$ cat config.mk
export PLATFORM = sky130hd
export DESIGN_NAME = hazard_ctrl_flat
export DESIGN_NICKNAME = d
export VERILOG_FILES = /design/src/rtl/hazard_ctrl_pkg.sv /design/src/rtl/hazard_ctrl_if.sv /design/src/rtl/hazard_ctrl_forward_sel.sv /design/src/rtl/hazard_ctrl.sv /design/src/flat_wrapper.sv
export SDC_FILE = /design/constraint.sdc
export NUM_CORES = 1
export LEC_CHECK = 0
export CORE_ASPECT_RATIO = 1.25
export CORE_MARGIN = 2
export CORE_UTILIZATION = 21
export CTS_CLUSTER_DIAMETER = 60
export DETAILED_ROUTE_END_ITERATION = 6
export PLACE_DENSITY = 0.8
export SYNTH_ARGS = -nofsm -noshare
export SYNTH_HDL_FRONTEND = slang
export SYNTH_SLANG_ARGS = --single-unit
$ cat constraint.sdc
create_clock -name clk -period 2.1 [get_ports clk]
set_clock_uncertainty 0.2 [all_clocks]
set_input_delay 0.315 -clock clk [delete_from_list [all_inputs] [get_ports clk]]
set_output_delay 0.315 -clock clk [all_outputs]
set_load 0.05 [all_outputs]
$ cat src/rtl/hazard_ctrl_pkg.sv
// PipelineBufferRegisters: pipeline buffer structs, hazard FSM states and
// forward-select encodings shared by the hazard controller and its bench.
package PipelineBufferRegisters;

  typedef struct packed {
    logic [31:0] CurrInstr;
  } IFID;

  typedef struct packed {
    logic       MemRead;
    logic [4:0] WriteRegister;
    logic [4:0] ReadRegister1;
    logic [4:0] ReadRegister2;
  } IDEX;

  typedef struct packed {
    logic        RegWrite;
    logic [4:0]  WriteRegister;
    logic [31:0] ALUResult;
  } EXMEM;

  typedef struct packed {
    logic        RegWrite;
    logic [4:0]  WriteRegister;
    logic [31:0] WriteData;
  } MEMWB;

  typedef enum logic [1:0] {
    RUN     = 2'd0,
    STALL   = 2'd1,
    MEMWAIT = 2'd2
  } HazardState;

  localparam logic [1:0] FWD_RF    = 2'b00;
  localparam logic [1:0] FWD_EXMEM = 2'b10;
  localparam logic [1:0] FWD_MEMWB = 2'b01;

  // True when a writing stage targets a non-zero register equal to rReg.
  function automatic logic regMatch(input logic wr, input logic [4:0] wReg,
                                    input logic [4:0] rReg);
    return wr && (wReg != 5'd0) && (wReg == rReg);
  endfunction

endpackage

$ cat src/rtl/hazard_ctrl_if.sv
// hazard_ctrl_if: pipeline buffer snapshot in, stall/flush/forward controls out.
// Signal semantics: there is no valid/ready pairing here. Every input is a
// level sampled each cycle, and every control output answers the inputs of the
// same cycle. master = pipeline datapath, slave = hazard controller.
interface hazard_ctrl_if;
  import PipelineBufferRegisters::*;

  IFID        ifid;
  IDEX        idex;
  EXMEM       exmem;
  MEMWB       memwb;
  logic       BranchTaken;
  logic       MemBusy;

  logic       PCWrite;
  logic       IFIDWrite;
  logic       IDEXWrite;
  logic       EXMEMWrite;
  logic       IFIDFlush;
  logic       IDEXFlush;
  logic [1:0] ForwardA;
  logic [1:0] ForwardB;
  logic       MemTimeout;

  modport master (
    output ifid, idex, exmem, memwb, BranchTaken, MemBusy,
    input  PCWrite, IFIDWrite, IDEXWrite, EXMEMWrite, IFIDFlush, IDEXFlush,
           ForwardA, ForwardB, MemTimeout
  );

  modport slave (
    input  ifid, idex, exmem, memwb, BranchTaken, MemBusy,
    output PCWrite, IFIDWrite, IDEXWrite, EXMEMWrite, IFIDFlush, IDEXFlush,
           ForwardA, ForwardB, MemTimeout
  );

endinterface

$ cat src/rtl/hazard_ctrl_forward_sel.sv
// forward_sel: picks one ALU operand source; the younger EX/MEM result wins
// over MEM/WB, register x0 is never forwarded.
module forward_sel
  import PipelineBufferRegisters::*;
(
  input  logic       exRegWrite,
  input  logic [4:0] exWriteReg,
  input  logic       memRegWrite,
  input  logic [4:0] memWriteReg,
  input  logic [4:0] readReg,
  output logic [1:0] fwdSel
);

  // Priority select of the operand source.
  always_comb begin
    fwdSel = FWD_RF;
    if (regMatch(exRegWrite, exWriteReg, readReg)) begin
      fwdSel = FWD_EXMEM;
    end else if (regMatch(memRegWrite, memWriteReg, readReg)) begin
      fwdSel = FWD_MEMWB;
    end
  end

endmodule

$ cat src/rtl/hazard_ctrl.sv
// hazard_ctrl: pipeline hazard unit -- forwarding, load-use stall, branch
// flush and data-memory wait with a sticky timeout flag.
// Optional feature macro: HAZARD_PERF_CNT_EN adds StallCount/FlushCount.
module hazard_ctrl
  import PipelineBufferRegisters::*;
#(
  parameter int MEM_TIMEOUT = 16,
  parameter int CNT_W       = 32
) (
  input  logic          clk,
  input  logic          rst_n,
  hazard_ctrl_if.slave  bus,
  output HazardState    stateDbg
`ifdef HAZARD_PERF_CNT_EN
  ,
  output logic [CNT_W-1:0] StallCount,
  output logic [CNT_W-1:0] FlushCount
`endif
);

  localparam int BCW = $clog2(MEM_TIMEOUT + 1);
  localparam logic [BCW-1:0] BUSY_MAX = BCW'(MEM_TIMEOUT);

  HazardState     state, nextState;
  logic [BCW-1:0] busyCnt, nextCnt;
  logic           memTimeoutQ;
  logic           loadUse, flushEvt;
  logic           pcW, ifidW, idexW, exmemW, ifidF, idexF;
  logic [1:0]     fwdA, fwdB;

  // Instruction fields and data buses that only pass through this block.
  logic unusedBits;
  assign unusedBits = ^{bus.ifid.CurrInstr[31:25], bus.ifid.CurrInstr[14:0],
                        bus.exmem.ALUResult, bus.memwb.WriteData};

  forward_sel fwdSelA (
    .exRegWrite (bus.exmem.RegWrite),
    .exWriteReg (bus.exmem.WriteRegister),
    .memRegWrite(bus.memwb.RegWrite),
    .memWriteReg(bus.memwb.WriteRegister),
    .readReg    (bus.idex.ReadRegister1),
    .fwdSel     (fwdA)
  );

  forward_sel fwdSelB (
    .exRegWrite (bus.exmem.RegWrite),
    .exWriteReg (bus.exmem.WriteRegister),
    .memRegWrite(bus.memwb.RegWrite),
    .memWriteReg(bus.memwb.WriteRegister),
    .readReg    (bus.idex.ReadRegister2),
    .fwdSel     (fwdB)
  );

  // A load in EX whose destination feeds either source of the decoding instr.
  assign loadUse = bus.idex.MemRead && (bus.idex.WriteRegister != 5'd0) &&
                   ((bus.idex.WriteRegister == bus.ifid.CurrInstr[19:15]) ||
                    (bus.idex.WriteRegister == bus.ifid.CurrInstr[24:20]));

  // Control decode: MemBusy beats BranchTaken beats load-use; a MEMWAIT exit
  // cycle is decoded exactly like RUN so hazards waiting behind it are seen.
  always_comb begin
    pcW       = 1'b1;
    ifidW     = 1'b1;
    idexW     = 1'b1;
    exmemW    = 1'b1;
    ifidF     = 1'b0;
    idexF     = 1'b0;
    flushEvt  = 1'b0;
    nextState = RUN;
    nextCnt   = '0;
    if (rst_n) begin
      if (bus.MemBusy) begin
        pcW       = 1'b0;
        ifidW     = 1'b0;
        idexW     = 1'b0;
        exmemW    = 1'b0;
        nextState = MEMWAIT;
        if (state != MEMWAIT) begin
          nextCnt = BCW'(1);
        end else if (busyCnt == BUSY_MAX) begin
          nextCnt = busyCnt;
        end else begin
          nextCnt = busyCnt + BCW'(1);
        end
      end else if (bus.BranchTaken) begin
        ifidF    = 1'b1;
        idexF    = 1'b1;
        flushEvt = 1'b1;
      end else if (loadUse && (state != STALL)) begin
        pcW       = 1'b0;
        ifidW     = 1'b0;
        idexF     = 1'b1;
        nextState = STALL;
      end
    end
  end

  // State, consecutive-busy count and sticky timeout.
  always_ff @(posedge clk) begin
    if (!rst_n) begin
      state       <= RUN;
      busyCnt     <= '0;
      memTimeoutQ <= 1'b0;
    end else begin
      state   <= nextState;
      busyCnt <= nextCnt;
      if (bus.MemBusy && (nextCnt == BUSY_MAX)) begin
        memTimeoutQ <= 1'b1;
      end
    end
  end

`ifdef HAZARD_PERF_CNT_EN
  // Free-running counters of stalled cycles and branch flushes.
  always_ff @(posedge clk) begin
    if (!rst_n) begin
      StallCount <= '0;
      FlushCount <= '0;
    end else begin
      if (state != RUN) begin
        StallCount <= StallCount + CNT_W'(1);
      end
      if (flushEvt) begin
        FlushCount <= FlushCount + CNT_W'(1);
      end
    end
  end
`else
  localparam int unusedCntW = CNT_W;
`endif

  assign bus.PCWrite    = pcW;
  assign bus.IFIDWrite  = ifidW;
  assign bus.IDEXWrite  = idexW;
  assign bus.EXMEMWrite = exmemW;
  assign bus.IFIDFlush  = ifidF;
  assign bus.IDEXFlush  = idexF;
  assign bus.ForwardA   = rst_n ? fwdA : FWD_RF;
  assign bus.ForwardB   = rst_n ? fwdB : FWD_RF;
  assign bus.MemTimeout = memTimeoutQ;
  assign stateDbg       = state;

endmodule
$ cat src/flat_wrapper.sv
// flat-port wrapper written by rule: the top's interface ports become plain ports
module hazard_ctrl_flat import PipelineBufferRegisters::*;
#(
  parameter int MEM_TIMEOUT = 16,
  parameter int CNT_W       = 32
)
  (clk, rst_n, stateDbg, bus_ifid, bus_idex, bus_exmem, bus_memwb, bus_BranchTaken, bus_MemBusy, bus_PCWrite, bus_IFIDWrite, bus_IDEXWrite, bus_EXMEMWrite, bus_IFIDFlush, bus_IDEXFlush, bus_ForwardA, bus_ForwardB, bus_MemTimeout);
  hazard_ctrl_if bus_i ();
  input  logic clk;
  input  logic rst_n;
  output HazardState stateDbg;
  input wire logic [$bits(bus_i.ifid)-1:0] bus_ifid;
  input wire logic [$bits(bus_i.idex)-1:0] bus_idex;
  input wire logic [$bits(bus_i.exmem)-1:0] bus_exmem;
  input wire logic [$bits(bus_i.memwb)-1:0] bus_memwb;
  input wire logic [$bits(bus_i.BranchTaken)-1:0] bus_BranchTaken;
  input wire logic [$bits(bus_i.MemBusy)-1:0] bus_MemBusy;
  output wire logic [$bits(bus_i.PCWrite)-1:0] bus_PCWrite;
  output wire logic [$bits(bus_i.IFIDWrite)-1:0] bus_IFIDWrite;
  output wire logic [$bits(bus_i.IDEXWrite)-1:0] bus_IDEXWrite;
  output wire logic [$bits(bus_i.EXMEMWrite)-1:0] bus_EXMEMWrite;
  output wire logic [$bits(bus_i.IFIDFlush)-1:0] bus_IFIDFlush;
  output wire logic [$bits(bus_i.IDEXFlush)-1:0] bus_IDEXFlush;
  output wire logic [$bits(bus_i.ForwardA)-1:0] bus_ForwardA;
  output wire logic [$bits(bus_i.ForwardB)-1:0] bus_ForwardB;
  output wire logic [$bits(bus_i.MemTimeout)-1:0] bus_MemTimeout;
  assign bus_i.ifid = bus_ifid;
  assign bus_i.idex = bus_idex;
  assign bus_i.exmem = bus_exmem;
  assign bus_i.memwb = bus_memwb;
  assign bus_i.BranchTaken = bus_BranchTaken;
  assign bus_i.MemBusy = bus_MemBusy;
  assign bus_PCWrite = bus_i.PCWrite;
  assign bus_IFIDWrite = bus_i.IFIDWrite;
  assign bus_IDEXWrite = bus_i.IDEXWrite;
  assign bus_EXMEMWrite = bus_i.EXMEMWrite;
  assign bus_IFIDFlush = bus_i.IFIDFlush;
  assign bus_IDEXFlush = bus_i.IDEXFlush;
  assign bus_ForwardA = bus_i.ForwardA;
  assign bus_ForwardB = bus_i.ForwardB;
  assign bus_MemTimeout = bus_i.MemTimeout;
  hazard_ctrl #(.MEM_TIMEOUT(MEM_TIMEOUT), .CNT_W(CNT_W)) u_core (.clk(clk), .rst_n(rst_n), .bus(bus_i), .stateDbg(stateDbg));
endmodule
* Word level (Yosys, flattened, before mapping)
Index checks and enable logic that the tools add are counted.
** Word-level totals
- Flip-flop bits (word level) :: 8
- Bits of input ports :: 128
- Output and inout bits :: 13
- Logic and storage cells :: 57
** Operators by class
- Add/subtract/negate cells :: 1
- Equality and inequality tests :: 10
- Multiplexer cells :: 26
- Bitwise operators :: 1
- Reductions and logical operators :: 15
** Operators by type and width (count)
- $eq A5 B5 Y1 :: 6
- $mux W5 :: 4
- $mux W1 :: 16
- $reduce_bool A5 Y1 :: 3
- $mux W2 :: 6
- $eq A5 B5 Y1 const B :: 2
- $logic_and A1 B1 Y1 :: 10
- $add A5 B1 Y5 const B :: 1
- $reduce_or A3 Y1 :: 1
- $ne A2 B1 Y1 const B :: 1
- $ne A2 B2 Y1 const B :: 1
- $logic_or A1 B1 Y1 :: 1
- $not A1 Y1 :: 1

* Longest topological paths before layout
Gate-level depths: netlist of run 1.
- Depth after elaboration :: 8
- Depth in mapped cells :: 6
- Gate-level depth less buffers :: 6

* Hierarchy
A second synthesis of run 1 with hierarchy kept.
** Unflattened totals
- Cells, all modules :: 108
- Area total of the unflattened synthesis :: 882.1 µm²
** Modules (own cells, without submodules)
- hazard_ctrl :: times used 1, cells an instance 68, area each 579.3 µm², sequential area each 160.2 µm²
- forward_sel :: times used 2, cells an instance 20, area each 151.4 µm², sequential area each 0.0 µm²

* Worst setup path before layout of run 1
No wires, ideal clock.
- Path type :: input to output
- Start point :: input rst_n
- End point :: output bus_IDEXFlush
- Data arrival time :: 2133 ps
- Data required time :: 1585 ps
- Setup slack :: -548 ps
- Cell stages on the path :: 3
- Path buffers :: 0
- Path through :: inv_1 -> nor3b_1 -> o21bai_1
** Between the ends
- Longest elaborated chain between the ends :: 1
** RTL lines
- start, declared :: RTL line flat_wrapper.sv:10 : input logic rst_n;
- $mux W1 :: RTL line hazard_ctrl.sv:71 : if (rst_n) begin
- end, declared :: RTL line flat_wrapper.sv:23 : output wire logic [$bits(bus_i.IDEXFlush)-1:0] bus_IDEXFlush;
No other way between the ends.

* Worst setup path in the final report of run 1
- Start point :: input bus_exmem[35]
- End point :: output bus_ForwardA[0]
** Between the ends
- Longest elaborated chain between the ends :: 5
- Elaborated cells between the ends (all ways) :: 6
- Those cells by class :: eq/ne: 1; mux: 2; reduce/logical: 3
** RTL lines
- start, declared :: RTL line flat_wrapper.sv:14 : input wire logic [$bits(bus_i.exmem)-1:0] bus_exmem;
- $reduce_bool A5 Y1 :: RTL line hazard_ctrl_pkg.sv:41 : return wr && (wReg != 5'd0) && (wReg == rReg);
- $logic_and A1 B1 Y1 :: RTL line hazard_ctrl_pkg.sv:41
- $logic_and A1 B1 Y1 (*) :: RTL line hazard_ctrl_pkg.sv:41
- $mux W2 (*) :: RTL line hazard_ctrl_forward_sel.sv:17 : if (regMatch(exRegWrite, exWriteReg, readReg)) begin
- $mux W2 (*) :: RTL line hazard_ctrl.sv:138 : assign bus.ForwardA = rst_n ? fwdA : FWD_RF;
- end, declared :: RTL line flat_wrapper.sv:24 : output wire logic [$bits(bus_i.ForwardA)-1:0] bus_ForwardA;
Every way passes the cells marked *; elsewhere a longest branch is shown, timed or not.

==> results of run 1 <==
## report_power, final
group | switching (mW) | total (mW) | internal (mW)
logic | 0.139 | 0.308 | 0.168
clock network | 0.0626 | 0.187 | 0.124
registers | 0.00372 | 0.159 | 0.155
## state kept, by name, summed over array words and instances (netlist names)
register	flops
u_core.busyCnt	5
u_core.bus.MemTimeout	1
u_core.stateDbg	2
## routing by layer
layer / share of wire / global-route usage / up-vias
li1: - / - / 506
met1: 0.39 / 0.164 / 459
met2: 0.55 / 0.246 / 29
met3: 0.056 / 0.0261 / 2
met4: 0.0021 / 0.0370 / 0
met5: 0 / 0 / -
## layout make-up
cell class	instances	area share
clock buffers	3	0.0213
flip-flops and latches	8	0.0833
inverters	5	0.00969
repair buffers	83	0.413
multi-input cells	81	0.437
well taps	54	0.0349
## cell families (layout without fill, tap and decap cells)
group	after synthesis	in the layout	synth area share
buf+inv	7	91	0.0407
simple gates	35	35	0.273
flops	8	8	0.193
xor+xnor	33	33	0.348
fa+ha+maj	2	2	0.0302
compound gates	11	11	0.115
## stage by stage
stage          hold slack, ps  cell area [um^2]  cells  setup TNS (ps)
2_1_floorplan             194               875     96            -172
3_3_place_gp              247              1740    226           -2900
3_5_place_dp              259              1740    226           -3100
4_1_cts                   271              1870    230            -472
5_1_grt                   289              1940    234            -741
6_report                  270              1940    234            -456
## cells in the final DEF, fill, tap and decap left out, types with 5 or more instances in the layout
cell,n
clkbuf_2,13
clkdlybuf4s50_1,5
inv_1,5
buf_12,9
buf_4,24
xor2_1,21
buf_6,16
dfxtp_1,7
or4_4,5
xnor2_1,6
dlygate4sd2_1,6
## path summary, 6_finish.rpt
path / slack, ps / endpoint / cells past startpoint / startpoint
worst min-delay path: 270 / u_core.bus.MemTimeout / 1 / u_core.bus.MemTimeout
worst min register to register: 270 / u_core.bus.MemTimeout / 1 / u_core.bus.MemTimeout
worst max-delay path: -180 / bus_ForwardA[0] / 7 / bus_exmem[35]
worst max register to register: 340 / u_core.bus.MemTimeout / 6 / u_core.busyCnt[0]
## Yosys cell counts
master and instances:
a211oi_1 1, a22oi_1 1, a31oi_1 1, a32o_1 1, a41o_1 1, and2_1 4, and3_1 1, buf_4 2
dfxtp_1 8, ha_1 2, inv_1 5, nand2_1 3, nand3_1 4, nand3b_1 1, nand4bb_1 1, nor2_1 3
nor2b_1 2, nor3_1 3, nor3b_1 2, nor4_1 2, nor4_2 2, o211a_1 1, o211ai_1 1, o21ai_2 1
o21bai_1 1, o221ai_1 1, o41a_1 1, or2_1 1, or3_1 1, or4_1 4, or4_4 1, xnor2_1 9
xor2_1 24
## what timing repair did
action / CTS / global route
hold buffers: 0 / 0
resized for setup: 91 / 69
pin swaps: 28 / 26
setup endpoints to repair: 8 / 7
setup buffers: 3 / 5
==> metrics.md, run 1 <==
| Metric | Value |
|---|---|
| Root Buffer | clkbuf_8 |
| Vias | 996 |
| Clk_lat worst skew | 230 ps |
| FF+latch area | 161 um^2 |
| Post-synth net total | 226 |
| Max Transition Viols Final | 0 |
| Inserted Clock Buffers | 3 |
| Syn Std Cell Area | 830 um^2 |
| Worst vdd rail ir drop | 0.172 mV |
| Slowest CP cell | or4_4 |
| Die Ht | 74.3 um |
| IO Pins | 141 |
| Setup Viol. Count Final | 4 |
| Synthesis-stage register bit count | 8 |
| Worst setup EP type | output port |
| DR vias/cell | 4.26 |
| Kind of critical path | input pin to output port |
| Final nets | 312 |
| Area leader, netlist | xor2_1 |
| Pwr Density | approximately 340 nW/um^2 |
| Pwr Total | 0.654 mW |
| Residual DRC count | 0 |
| Max-slew headroom | 0.663 |
| FMAX | 0.439 GHz |
| Pre-CTS setup slack | -477 ps |
| YS warnings | 0 |
| Htree depth | 1 |
| Utilization after layout | 0.512 |
| Worst-Margin Slew | approximately 500 ps |
| Remaining antenna violation count | 0 |
| Avg Inst Size Synth | just under 9 um^2 |
| Clock transition at path regs | 40 ps |
| Dominant cells by area after synthesis | xor2_1 25%, dfxtp_1 19%, xnor2_1 9.5%, or4_1 3.6%, and2_1 3.0% |
| Max Cap Viol | 0 |
| Post-synthesis sequential area ratio | 0.193 |
| Wire length of the first global-routing pass | 4670 um |
| Antenna diodes | 0 |
| Synth cell types | 33 |
| Die area | around 4500 um^2 |
| Vias in the first global route | 1052 |
| Initial DRC count | 1 |
| Top Family by Delay on Critical Path | simple AND/OR/NAND/NOR gates |
| Highest cell delay on the worst timing path | between 500 and 600 ps |
| P_leak | 0.858 nW |
| Area occupied by multi-input gates | 847 um^2 |
| IO Port Bufs | 54 |
| WL final | 2840 um |
| WP buf/inv | 3 |
| Ratio of cells with drive above 1 in the final layout | 0.544 |
| Arrival time worst endpoint | 1760 ps |
| Worst setup SP type | input pin |
| Clock Path Buffers | 2 |
| Worst endpoint required time | 1580 ps |
| RSZ-0062 raised after global routing | yes |
| CTS tree | done |
| CP Max Fanout | 2 |
| Min cycle time layout | 2280 ps |
| Final setup margin | -176 ps |
| Die width | about 60 um |
| Average routed wire per standard cell | around 12 um |
| Fin crit share | 1.08 |
| Layout area overhead | 133% |
| Core Rows | 25 |
| Outcome | finished, violations left |
| DP Wirelength | between 2000 and 2500 um |
| Fillers | 344 |
| Initial antenna violation count | 0 |
| Critical-path cell list | buf_6 > or4_4 > o21ai_4 > buf_6 > nor4_4 > nor4_4 > buf_12 |
| GRT overflow | 0 |
| Clk sinks | 8 |
| First-pass DRT Iterations | 4 |
| Hold/Removal Path Class | flop to flop |
| Post-synth top area share | 0.253 |
| Cells after synthesis | 96 |
| Pin count of the biggest net entering global routing | 7 |
| Endpoints failing hold | 0 |
| Initial core utilization | 0.219 |
| Core Region | 3780 um^2 |
| Failing checks | negative setup slack |
| Gr usage total | 0.137 |
| Routability cong. | between 0.7 and 0.8 |
Note: power is estimated with default switching activity, not from simulation.
==> inputs of run 2 (changes only) <==
Settings changed: CORE_MARGIN 2 to 3.
==> run 2 against run 1 <==
Against the previous run: the run still ends with negative setup slack left; combinational power shrank 4%; clock-buffer cell count is the same; global-route usage shrank 1.4 points; die area grew 6.1%; sequential share of layout area grew 0.30 points; routed wire length grew 3.0%; design area shrank 3.4%; setup slack gained 81 ps.
==> metrics.md, run 2 (synthesized netlist as in run 1, its figures left out) <==
| Metric | Value |
|---|---|
| Clk sinks | 8 (unchanged) |
| Antenna diodes | 0 (unchanged) |
| Pre-CTS setup slack | -473 ps (+3.37 ps) |
| Die width | 62.2 um (+3.3%) |
| FMAX | 0.456 GHz (+3.7%) |
| DR vias/cell | 4.31 (+1.3%) |
| Routability cong. | 0.738 (-6.0%) |
| First-pass DRT Iterations | 3 (-1) |
| Die Ht | 76.3 um (+2.7%) |
| Gr usage total | 0.123 (-0.0137) |
| Worst vdd rail ir drop | 0.236 mV (+37%) |
| Htree depth | 1 (unchanged) |
| Arrival time worst endpoint | 1680 ps (-80 ps) |
| FF+latch area | 161 um^2 (unchanged) |
| Worst-Margin Slew | 515 ps (+10.6 ps) |
| Core Rows | 24 (-4.0%) |
| Vias in the first global route | 1087 (+3.3%) |
| Largest Register | u_core.busyCnt |
| Fin crit share | 1.05 (-0.0386) |
| Worst endpoint required time | 1580 ps (about the same) |
| Final setup margin | -94.7 ps (+81.2 ps) |
| Layout area overhead | 125% |
| Endpoints failing hold | 0 (unchanged) |
| RSZ-0062 raised after global routing | yes |
| Setup Viol. Count Final | 3 (-1) |
| R2R Setup Slk | 340 ps (about the same) |
| CTS tree | done |
| Kind of critical path | input pin to output port |
| Pin count of the biggest net entering global routing | 7 (unchanged) |
| Die area | 4750 um^2 (+6.1%) |
| Remaining antenna violation count | 0 (unchanged) |
| Area after DPL | 1730 um^2 (-0.58%) |
| Commonest non-fill, non-tap cells in the layout | 27 x buf_4, 20 x xor2_1, 17 x clkbuf_2 |
| Utilization after layout | 0.515 (+0.00307) |
| Logic pwr share | 0.462 (-0.009) |
| Post-CTS Hold Fix Bufs | 0 (unchanged) |
| Reg power frac | 0.249 (+0.006) |
| Failing checks | negative setup slack |
| Wire length of the first global-routing pass | 4820 um (+3.1%) |
| Ratio of cells with drive above 1 in the final layout | 0.536 (-0.00813) |
| Initial DRC count | 4 (+3) |
| Sw Share | 0.318 (+0.00334) |
| Clock transition at path regs | 40 ps (about the same) |
| Initial antenna violation count | 0 (unchanged) |
| Clk pwr share | 0.290 (+0.004) |
| WL final | 2920 um (+3.0%) |
| Max Transition Viols Final | 0 (unchanged) |
| Min cycle time layout | 2190 ps (-81.2 ps) |
| Clk_lat worst skew | 230 ps (about the same) |
| Pint | 0.436 mW (-2.7%) |
| IO Pins | 141 (unchanged) |
| Worst setup EP type | output port |
| DP Wirelength | 2300 um (-3.2%) |
| Max Cap Viol | 0 (unchanged) |
| Area occupied by multi-input gates | 840 um^2 (-0.89%) |
| Initial core utilization | 0.228 (+0.00913) |
| CP Max Fanout | 2 (unchanged) |
| IO Port Bufs | 54 (unchanged) |
| Root Buffer | clkbuf_8 |
| P_leak | 0.832 nW (-3.1%) |
| Net Sw Power | 0.203 mW (-1.2%) |
| Pwr Density | 342 nW/um^2 (+1.2%) |
| Vias | 996 (unchanged) |
| Inserted Clock Buffers | 3 (unchanged) |
| Average routed wire per standard cell | 12.6 um (+4.4%) |
| Max reg flops | 5 (unchanged) |
| Worst setup SP type | input pin |
| Hold/Removal Path Class | flop to flop |
| Final Instance Area | 1870 um^2 (-3.4%) |
| Max-slew headroom | 0.655 (-0.00709) |
| Clock Path Buffers | 2 (unchanged) |
| Most common cell after layout, fill and taps aside | buf_4 |
| Core Region | 3630 um^2 (-4.0%) |
| Final nets | 311 (-0.32%) |
| Residual DRC count | 0 (unchanged) |
| Outcome | finished, violations left |
| GRT overflow | 0 (unchanged) |
| Fillers | 326 (-5.2%) |
-- run 2: cell types whose count changed in the layout (fill, tap and decap cells not counted), sizes merged --
cell	previous run	this run
clkbuf	16	20
clkdlybuf4s15	2	5
dlygate4sd2	6	4
buf	54	48
-- run 2: power by group through the flow --
stage	logic (mW)	registers (mW)	clock network (mW)
final	0.295	0.159	0.185
after detailed placement	0.273	0.161	0
after CTS	0.286	0.159	0.189
after global placement	0.270	0.161	0
after global routing	0.316	0.159	0.196
after floorplan	0.100	0.164	0
-- run 2: final timing paths --
path	from	to	cells past startpoint
hold / removal	u_core.bus.MemTimeout	u_core.bus.MemTimeout	1
hold reg to reg	u_core.bus.MemTimeout	u_core.bus.MemTimeout	1
setup / recovery	bus_exmem[35]	bus_ForwardA[0]	7
setup reg to reg	u_core.busyCnt[0]	u_core.bus.MemTimeout	6
-- run 2: metal layers --
layer / global-route usage / vias up / part of all wire / wire, um
met4: 0.0199 / 0 / 0 / 0
li1: - / 503 / - / -
met1: 0.144 / 461 / 0.41 / 1200
met3: 0.0383 / 0 / 0.064 / 186
met2: 0.223 / 32 / 0.52 / 1530
met5: 0 / - / 0 / 0
-- run 2: worst max-delay path, stage by stage --
cell and delay, ps:
buf_6 90, or4_4 530, o21ai_4 170, nor4_4 70, buf_4 140, nor4_4 190, buf_12 180
-- run 2: cell type report --
type	instances	share of cell area
Sequential cell	8	0.0863
Tap cell	52	0.0348
Clock buffer	3	0.0221
Timing Repair Buffer	82	0.398
Multi-Input combinational cell	81	0.449
Inverter	5	0.0100
-- run 2: repair_timing --
item                                    in CTS  in global routing
buffers inserted                             4                  1
resized for setup                           88                 53
endpoints found under the setup margin       8                  7
pin swaps                                   22                 25
-- run 2: metrics by stage --
stage	cells	hold slack [ps]	setup TNS [ps]	total power [mW]
detailed placement	223	251	-3030	0.434
global placement	223	246	-2920	0.431
CTS	230	286	-537	0.634
global route	231	314	-440	0.671
finish	231	288	-189	0.639
floorplan	96	194	-172	0.265
==> inputs of run 3 (changes only) <==
Settings changed: MAX_ROUTING_LAYER set to met4.
==> run 3 against run 2 <==
Against the previous run: highest routed layer unchanged; combinational power about the same; worst hold slack about the same; the run still ends with negative setup slack left; final cell count did not move; power is essentially flat; global-route usage rose by 0.31 points; largest cell class unchanged.
==> metrics.md, run 3 (synthesized netlist as in run 1, its figures left out) <==
| Metric | Value |
|---|---|
| Outcome | finished, violations left |
| Failing checks | negative setup slack |
| Worst vdd rail ir drop | 0.236 mV (about the same) |
| Initial core utilization | 0.228 (unchanged) |
| Kind of critical path | input pin to output port |
| Reg power frac | 0.249 (about the same) |
| R2r startpoint | u_core.busyCnt[0] |
| Final Instance Area | 1870 um^2 (unchanged) |
| CP Max Fanout | 2 (unchanged) |
| Max reg flops | 5 (unchanged) |
| Worst setup SP type | input pin |
| Hold path start | u_core.bus.MemTimeout |
| Most common cell after layout, fill and taps aside | buf_4 |
| Hold path endpoint | u_core.bus.MemTimeout |
| First-pass DRT Iterations | 3 (unchanged) |
| Final setup margin | -94.7 ps (-0.0332 ps) |
| Remaining antenna violation count | 0 (unchanged) |
| Clk pwr share | 0.289 (about the same) |
| Vias in the first global route | 1089 (+0.18%) |
| DP Wirelength | 2300 um (unchanged) |
| IO Pins | 141 (unchanged) |
| Placed cell count | 223 (unchanged) |
| Pint | 0.436 mW (about the same) |
| Average routed wire per standard cell | 12.6 um (-0.48%) |
| GRT overflow | 0 (unchanged) |
| Non-Filler Instances | 231 (unchanged) |
| Root Buffer | clkbuf_8 |
| Residual DRC count | 0 (unchanged) |
| Pin count of the biggest net entering global routing | 7 (unchanged) |
| Clk sinks | 8 (unchanged) |
| Clock Path Buffers | 2 (unchanged) |
| Routed length on met2 | 1540 um (+0.46%) |
| Endpoints failing hold | 0 (unchanged) |
| Setup_tns | -189 ps (-0.0330 ps) |
| DR vias/cell | 4.32 (+0.30%) |
| Ratio of cells with drive above 1 in the final layout | 0.536 (unchanged) |
| Clk_lat worst skew | 230 ps (about the same) |
| P_leak | 0.832 nW (unchanged) |
| Worst setup EP type | output port |
| Wire length of the first global-routing pass | 4790 um (-0.58%) |
| Fillers | 326 (unchanged) |
| IO Port Bufs | 54 (unchanged) |
| FMAX | 0.456 GHz (about the same) |
| Htree depth | 1 (unchanged) |
| DR top layer | met3 |
| WL final | 2910 um (-0.48%) |
| Fin crit share | 1.05 (about the same) |
| Logic pwr share | 0.462 (about the same) |
| Die width | 62.2 um (unchanged) |
| Commonest non-fill, non-tap cells in the layout | 27 x buf_4, 20 x xor2_1, 17 x clkbuf_2 |
| Sw Share | 0.318 (-0.000531) |
| Setup Viol. Count Final | 3 (unchanged) |
| Routability cong. | 0.748 (+1.2%) |
| Initial antenna violation count | 0 (unchanged) |
| Max-slew headroom | 0.653 (-0.00272) |
| Net Sw Power | 0.203 mW (-0.25%) |
| Worst reg2reg path depth | 6 (unchanged) |
| Core Rows | 24 (unchanged) |
| Die area | 4750 um^2 (unchanged) |
| Pre-CTS setup slack | -473 ps (unchanged) |
| Max Cap Viol | 0 (unchanged) |
| Die Ht | 76.3 um (unchanged) |
| Initial DRC count | 4 (unchanged) |
| CTS tree | done |
| Core Region | 3630 um^2 (unchanged) |
| FF-to-FF End | u_core.bus.MemTimeout |
| Worst-Margin Slew | 519 ps (+4.07 ps) |
| Pwr Density | 341 nW/um^2 (about the same) |
| Max Transition Viols Final | 0 (unchanged) |
| Arrival time worst endpoint | 1680 ps (about the same) |
| Area after DPL | 1730 um^2 (unchanged) |
| Min cycle time layout | 2190 ps (+0.0332 ps) |
| Worst endpoint required time | 1580 ps (about the same) |
| Met3 Wirelength | 162 um (-13%) |
| Hold/Removal Path Class | flop to flop |
| Inserted Clock Buffers | 3 (unchanged) |
| Clock transition at path regs | 40 ps (about the same) |
| Antenna diodes | 0 (unchanged) |
| Final nets | 311 (unchanged) |
| RSZ-0062 raised after global routing | yes |
| R2R Setup Slk | 350 ps (about the same) |
| Vias | 999 (+0.30%) |
| WHS Path Cells | 1 (unchanged) |
| Largest Register | u_core.busyCnt |
| Post-CTS Hold Fix Bufs | 0 (unchanged) |
| M1 WL | 1210 um (+0.42%) |
| Gr usage total | 0.127 (+0.00310) |
| Layout area overhead | 125% (unchanged) |
## run 3: metrics by stage
step	power (mW)	utilization	hold WS, ps
5_1_grt	0.671	0.515	314
6_report	0.638	0.515	287
4_1_cts	0.634	0.517	286
3_3_place_gp	0.431	0.475	246
2_1_floorplan	0.265	-	194
3_5_place_dp	0.434	0.475	251
## run 3: worst max-delay path by stage
stage                       to           from  cells past startpoint
3_3_place_gp   bus_ForwardA[0]  bus_memwb[36]                      6
2_1_floorplan  bus_ForwardA[0]  bus_memwb[35]                      3
5_1_grt        bus_ForwardA[0]  bus_exmem[35]                      7
4_1_cts        bus_ForwardA[0]  bus_exmem[35]                      7
3_5_place_dp   bus_ForwardA[0]  bus_memwb[34]                      6
6_report       bus_ForwardA[0]  bus_exmem[35]                      7
## run 3: per-layer routing
metal	global-route usage	vias up
met5	-	-
met4	0.0199	0
met3	0.0339	0
met2	0.223	32
met1	0.146	464
li1	-	503
## run 3: power groups by stage
stage | clock network, mW | logic [mW] | registers, mW
floorplan | 0 | 0.100 | 0.164
global placement | 0 | 0.270 | 0.161
detailed placement | 0 | 0.273 | 0.161
CTS | 0.189 | 0.286 | 0.159
global route | 0.196 | 0.316 | 0.159
finish | 0.184 | 0.295 | 0.159
## run 3: layout make-up
cell class	count	area, um^2	area share
timing repair buffer	82	744	0.398
tap	52	65.1	0.0348
clock buffer	3	41.3	0.0221
multi-input combinational	81	840	0.449
inverter	5	18.8	0.0100
sequential	8	161	0.0863
## run 3: critical path: stages
cell,delay (ps)
buf_6,90
or4_4,530
o21ai_4,170
nor4_4,70
buf_4,140
nor4_4,190
buf_12,180
## run 3: timing repair
action / CTS / global route
setup endpoints to repair: 8 / 7
pin swaps: 22 / 25
buffers inserted: 4 / 1
gates resized for setup: 88 / 53
